<file path="config.mk">
export PLATFORM = sky130hd
export DESIGN_NAME = serial_word_collector
export DESIGN_NICKNAME = d
export VERILOG_FILES = /design/src/rtl/serial_word_collector.sv
export SDC_FILE = /design/constraint.sdc
export NUM_CORES = 1
export LEC_CHECK = 0
export CAP_MARGIN = 20
export CORE_MARGIN = 1
export CORE_UTILIZATION = 50
export DETAILED_ROUTE_END_ITERATION = 6
export PLACE_DENSITY_LB_ADDON = 0.05
export SLEW_MARGIN = 5
export SYNTH_ARGS = -nofsm -noshare
export SYNTH_HDL_FRONTEND = slang
export SYNTH_SLANG_ARGS = --single-unit
</file>
<file path="constraint.sdc">
create_clock -name clk -period 2.7 [get_ports clk]
set_input_delay 0.675 -clock clk [delete_from_list [all_inputs] [get_ports clk]]
set_output_delay 0.675 -clock clk [all_outputs]
set_load 0.01 [all_outputs]
</file>
<file path="src/rtl/serial_word_collector.sv">
// Serial word collector: gathers qualified serial bits into WIDTH-bit words,
// buffers finished words in a 2-entry FIFO behind a valid/ready handshake and
// raises a sticky overrun flag when a finished word has to be dropped.
module serial_word_collector #(
  parameter int unsigned WIDTH = 8
) (
  input  logic                     clk,
  input  logic                     rst,
  input  logic                     bit_valid,
  input  logic                     s_din,
  input  logic                     msb_first,
  input  logic                     clear,
  output logic [WIDTH-1:0]         word_dout,
  output logic                     word_valid,
  input  logic                     word_ready,
  output logic                     overrun,
  output logic [$clog2(WIDTH)-1:0] bit_cnt
);

  localparam int unsigned CntW = $clog2(WIDTH);
  localparam logic [CntW-1:0] LastCnt = CntW'(WIDTH - 1);

  // Assembly state
  logic [CntW-1:0]  cnt_q, cnt_d;
  logic [WIDTH-1:0] asm_q, asm_d;
  logic             dir_q, dir_d;
  logic             dir_eff;
  logic [WIDTH-1:0] shifted;
  logic             push;

  // FIFO state; entry 0 is always the head
  logic [WIDTH-1:0] mem_q [2];
  logic [WIDTH-1:0] mem_d [2];
  logic [1:0]       count_q, count_d;
  logic             ovr_q, ovr_d;
  logic             pop;

  // Shift in accepted bits, latch direction on the first bit, detect completion
  always_comb begin
    cnt_d   = cnt_q;
    asm_d   = asm_q;
    dir_d   = dir_q;
    push    = 1'b0;
    // The first bit of a word uses the live msb_first; later bits use the latched copy
    dir_eff = (cnt_q == '0) ? msb_first : dir_q;
    shifted = dir_eff ? {asm_q[WIDTH-2:0], s_din} : {s_din, asm_q[WIDTH-1:1]};
    if (clear) begin
      // A bit arriving with clear is discarded
      cnt_d = '0;
      asm_d = '0;
    end else if (bit_valid) begin
      asm_d = shifted;
      dir_d = dir_eff;
      if (cnt_q == LastCnt) begin
        cnt_d = '0;
        push  = 1'b1;
      end else begin
        cnt_d = cnt_q + CntW'(1);
      end
    end
  end

  // FIFO push/pop bookkeeping and overrun flag
  always_comb begin
    mem_d   = mem_q;
    count_d = count_q;
    ovr_d   = ovr_q;
    pop     = (count_q != 2'd0) && word_ready;
    if (pop) begin
      mem_d[0] = mem_q[1];
      count_d  = count_q - 2'd1;
    end
    if (push) begin
      // Evaluated after the pop, so a full FIFO being drained still accepts the word
      if (count_d == 2'd2) begin
        ovr_d = 1'b1;
      end else begin
        if (count_d == 2'd0) begin
          mem_d[0] = shifted;
        end else begin
          mem_d[1] = shifted;
        end
        count_d = count_d + 2'd1;
      end
    end
    if (clear) begin
      ovr_d = 1'b0;
    end
  end

  // State registers
  always_ff @(posedge clk or negedge rst) begin
    if (!rst) begin
      cnt_q    <= '0;
      asm_q    <= '0;
      dir_q    <= 1'b0;
      mem_q[0] <= '0;
      mem_q[1] <= '0;
      count_q  <= 2'd0;
      ovr_q    <= 1'b0;
    end else begin
      cnt_q    <= cnt_d;
      asm_q    <= asm_d;
      dir_q    <= dir_d;
      mem_q[0] <= mem_d[0];
      mem_q[1] <= mem_d[1];
      count_q  <= count_d;
      ovr_q    <= ovr_d;
    end
  end

  // Output drive; an empty FIFO presents zero
  always_comb begin
    word_valid = (count_q != 2'd0);
    word_dout  = word_valid ? mem_q[0] : '0;
    overrun    = ovr_q;
    bit_cnt    = cnt_q;
  end

endmodule

</file>
# [Yosys cells after proc, flatten, opt, wreduce, memory -nomap -nowiden]
# Cells that the tools add are included.
[op_classes] n_addsub=3 eq_ne=2 mux=22 n_bitwise=3 n_reduce_logical=10
[op_table] op="two-way mux 8 bit" count=7
[op_table] op="two-way mux 16 bit" count=2
[op_table] op="two-way mux 3 bit" count=3
[op_table] op="nonzero test 2 bit" count=4
[op_table] op="two-way mux 1 bit" count=7
[op_table] op="two-way mux 2 bit" count=3
[op_table] op="AND reduction 2 bit" count=2
[op_table] op="adder 3 x 1 -> 3 bit (second input constant)" count=1
[op_table] op="equality test 3 bit (second input constant)" count=1
[op_table] op="zero test 3 bit" count=1
[op_table] op="inverter 1 bit" count=3
[op_table] op="AND reduction 3 bit" count=1
[op_table] op="adder 2 x 1 -> 2 bit (second input constant)" count=1
[op_table] op="equality test 2 bit (second input constant)" count=1
[op_table] op="zero test 2 bit" count=1
[op_table] op="subtractor 2 x 1 -> 2 bit (second input constant)" count=1
[op_table] op="logical AND 1 bit" count=1
[word_totals] ff_bits=31 elab_cells=47

# [Depth between registers and ports, before layout]
[logic_depth] word_depth=7 mapped_depth=10 ltp_nobuf=8

# [Worst setup path before layout]
# No wires, ideal clock.
[synth_path] kind="input -> register" startpoint="input word_ready" endpoint="register mem_q[15] (netlist bit)" setup_time_ps=132 arrival_ps=2110 required_time_ps=2568 setup_slack_ps=458 cell_stages=7 path_buffers=2 path_cell_list="nor2b_1 xnor2_1 clkbuf_1 ha_1 or3_1 buf_6 mux2i_1"
[synth_lines] item="start, declared" line_no="15" text="input logic word_ready,"
[synth_lines] item="end, declared" line_no="32" text="logic [WIDTH-1:0] mem_q [2];"

# [Final worst setup path]
[layout_path] startpoint="register count_q[0]" endpoint="output word_dout[2]"
[layout_between] elab_chain_len=2
[layout_rtl] item="start, declared" line_no="34" text="logic [1:0] count_q, count_d;"
[layout_rtl] item="start signal, assigned" line_no="107" text="count_q <= count_d;"
[layout_rtl] item="nonzero test 2 bit" line_no="114" text="word_valid = (count_q != 2'd0);"
[layout_rtl] item="two-way mux 8 bit" line_no="115" text="word_dout = word_valid ? mem_q[0] : '0;"
[layout_rtl] item="end, declared" line_no="13" text="output logic [WIDTH-1:0] word_dout,"
# No other way between the ends.

==> flow_summary.ini <==
[setup_path]
required_ns = 2.03
crit_start = count_q[0]
crit_chain = inv_1 > ha_1 > nor2b_1 > clkdlybuf4s50_1
cp-start-kind = flop
worstPathMaxFanout = 11
crit_path_end_kind = primary output
r2r-end = mem_q[8]
r2r_cells = 10
critPathKind = flop to primary output
cpMaxStageDelayCell = clkdlybuf4s50_1
endpoint = word_dout[2]
cp_data_arrival_time_ns = 1.81
slowest_delay_ns = 0.54
r2r_slack_ns = 0.34
r2r_start = count_q[0]

[synth]
synthesis.area_um2 = 1580
synth_edf_count = 0
synth_fa_ha_area_frac = 0.0397
syn-num-nets = 152
synthCells = 140
synth-simple-area-share = 0.0961
synth_mux_area_frac = 0.193
ys_ff_latch = 31
synth_async_sr_flop_share = 1.00
synthFlopType = dfrtp_1
synth_top_family_by_area = multiplexers
synth-compound-area-share = 0.122
syn_avg_cell_area_um2 = 11.3
yosysWarnings = 0
yosysSeqAreaShare = 0.492
synth_xor_area_frac = 0.00556
synth.distinct_cells = 26

[floorplan]
fp.dieW_um = 58.1
core-area_um2 = 3030
start_util = 0.520
die_y_um = 58.1
io-pin-count = 20
rows = 20
die_area_um2 = 3380

[drt]
first_pass_iters = 4
wl_met1_um = 1460
highest_layer = met4
num_vias = 1096
drt_iter0_markers = 25
wl_met3_um = 81
drc_errors = 0
viasPerCell = 5.24
drt-total-wl_um = 2940
wire_per_inst_um = 14.1
drtAntennaViolNets = 0
wl_met2_um = 1360

[placement]
dp_worst_setup_slack_ns = 0.0395
place_congestion = 0.732
dpl.hpwl_um = 2100
port-buffer-count = 19
dpl_cell_area_um2 = 1850

[final_layout]
num-nets-final = 178
final_cell_area_um2 = 1890
multi_input_area_um2 = 719
ff_latch_area_um2 = 776
post-route-util = 0.625
area_growth_pct = 20.1
final_layout_size_suffix_gt1_frac = 0.109
fillers = 267
n_antenna_cell = 0

[flow_run]
cap_violations = 0

[sta]
slew_headroom = 0.721
worst_slack_ns = 0.219
min_period_ns = 2.48
finalCritPeriodShare = 0.919
setup_viol = 0
rsz0062_at_grt = no
maxSlewViolCount = 0
finalHoldViolations = 0
setup_tns_ns = 0
tightest_slew_ns = 0.410
fmax_mhz = 403
skew_ns = 0.0107

[power_and_ir_drop]
cellInternalPower_uw = 759
p_switching_uw = 390
peakVddDrop_uv = 358
p_seq_frac = 0.454
cellPowerDensity_nw_per_um2 = 607
pwr-share-clk = 0.208
p_leak_uw = 0.000925
power_frac_comb = 0.338
swShare = 0.340

[global_route]
antenna_found_initial = 0
grt_usage = 0.199
grt_overflow = 0
grt_pass1_vias = 1126
grt_max_degree = 32
grt_pass1_wl_um = 5000

[worst_hold_path]
worst_hold_path_type = flop to flop

[clock_network]
clkTransAtPathRegs_ns = 0.09
cts_setup_buffers = 0
numCtsBuffers = 5
clockRootBuffer = clkbuf_4
ctsHoldBuffers = 0
cts_tree = built
htreeDepth = 2
clk_latency_ns = 0.32
ctsResizeCount = 0
clock_path_buffers = 2
clkSinkCount = 31

[run_status]
status = complete, no violations
worst min path at each step:
stage / cells after the start / endpoint / startpoint / slack (ns)
floorplan: 0 / asm_q[0] / rst / 0.38
global placement: 2 / mem_q[0] / mem_q[0] / 0.49
detailed placement: 2 / mem_q[0] / mem_q[0] / 0.50
CTS: 2 / mem_q[0] / mem_q[0] / 0.52
global route: 2 / mem_q[1] / mem_q[1] / 0.56
finish: 2 / mem_q[0] / mem_q[0] / 0.52
power by group through the flow:
stage                     Sequential [uW]  Combinational, uW  Clock (uW)
after floorplan                       526                260           0
after global placement                529                373           0
after detailed placement              532                391           0
after CTS                             522                392         253
after global routing                  526                427         265
final                                 522                389         239
per-layer routing:
layer,global-route usage,up-vias
li1,-,545
met2,0.312,16
met1,0.261,531
met4,0.0918,0
met5,0,-
met3,0.0469,4
cell usage after synthesis, types with 5 or more instances:
master,instances,area share
dfrtp_1,31,0.49
nor2_1,13,0.031
mux2i_1,27,0.17
o21ai_0,8,0.025
ha_1,5,0.040
clkbuf_1,5,0.012
a211oi_1,8,0.038
o31ai_1,8,0.038
inv_1,7,0.017
nor2b_1,9,0.036
per-stage QoR:
step	std cells	total power (uW)	hold slack, ns
floorplan	140	786	0.379
global placement	203	901	0.492
detailed placement	203	922	0.497
CTS	209	1170	0.519
global route	209	1220	0.556
finish	209	1150	0.516
final cells by class:
class                      count  area share
multi-input combinational     92       0.380
tap                           44      0.0291
inverter                       8      0.0159
timing repair buffer          28       0.143
clock buffer                   6      0.0218
sequential                    31       0.410
logic make-up after synthesis:
kind of cell / after synthesis
xor+xnor: 1
flops: 31
mux: 29
compound gates: 29
simple gates: 28
buf+inv: 17
fa+ha+maj: 5
critical path, delay by kind of cell (launching register included):
family	cells	cell delay, ns
buffers and inverters	2	0.60
flip-flops	1	0.41
AND/OR/NAND/NOR	1	0.15
adder cells (fa/ha/maj)	1	0.32
cell usage in the layout, fill, tap and decap left out:
| cell type | Yosys | final |
|---|---|---|
| o31ai_1 | 8 | 8 |
| a21oi_1 | 2 | 2 |
| mux2i_1 | 27 | 27 |
| o21ai_0 | 8 | 8 |
| nand4b_1 | 1 | 1 |
| inv_1 | 7 | 7 |
| nor2b_1 | 9 | 9 |
| or3_1 | 1 | 1 |
| a211oi_1 | 8 | 8 |
| nand2b_4 | 1 | 1 |
| clkbuf_1 | 5 | 1 |
| clkdlybuf4s50_1 | 0 | 19 |
| mux2_2 | 1 | 1 |
| mux2i_4 | 1 | 1 |
| dfrtp_1 | 31 | 31 |
| ha_1 | 5 | 5 |
| o31a_1 | 1 | 1 |
| xnor2_1 | 1 | 1 |
| nor3_1 | 2 | 2 |
| o22ai_1 | 1 | 1 |
| inv_2 | 1 | 1 |
| nor2_1 | 13 | 13 |
| buf_12 | 0 | 1 |
| clkbuf_4 | 0 | 5 |
| a21o_1 | 1 | 1 |
| buf_4 | 0 | 8 |
| nand3b_1 | 1 | 1 |
registers in the layout, indices dropped and copies added, names as in the netlist:
signal and cells:
asm_q 8, bit_cnt 3, count_q 2, dir_q 1, mem_q 16, overrun 1
(Power assumes the default switching activity.)
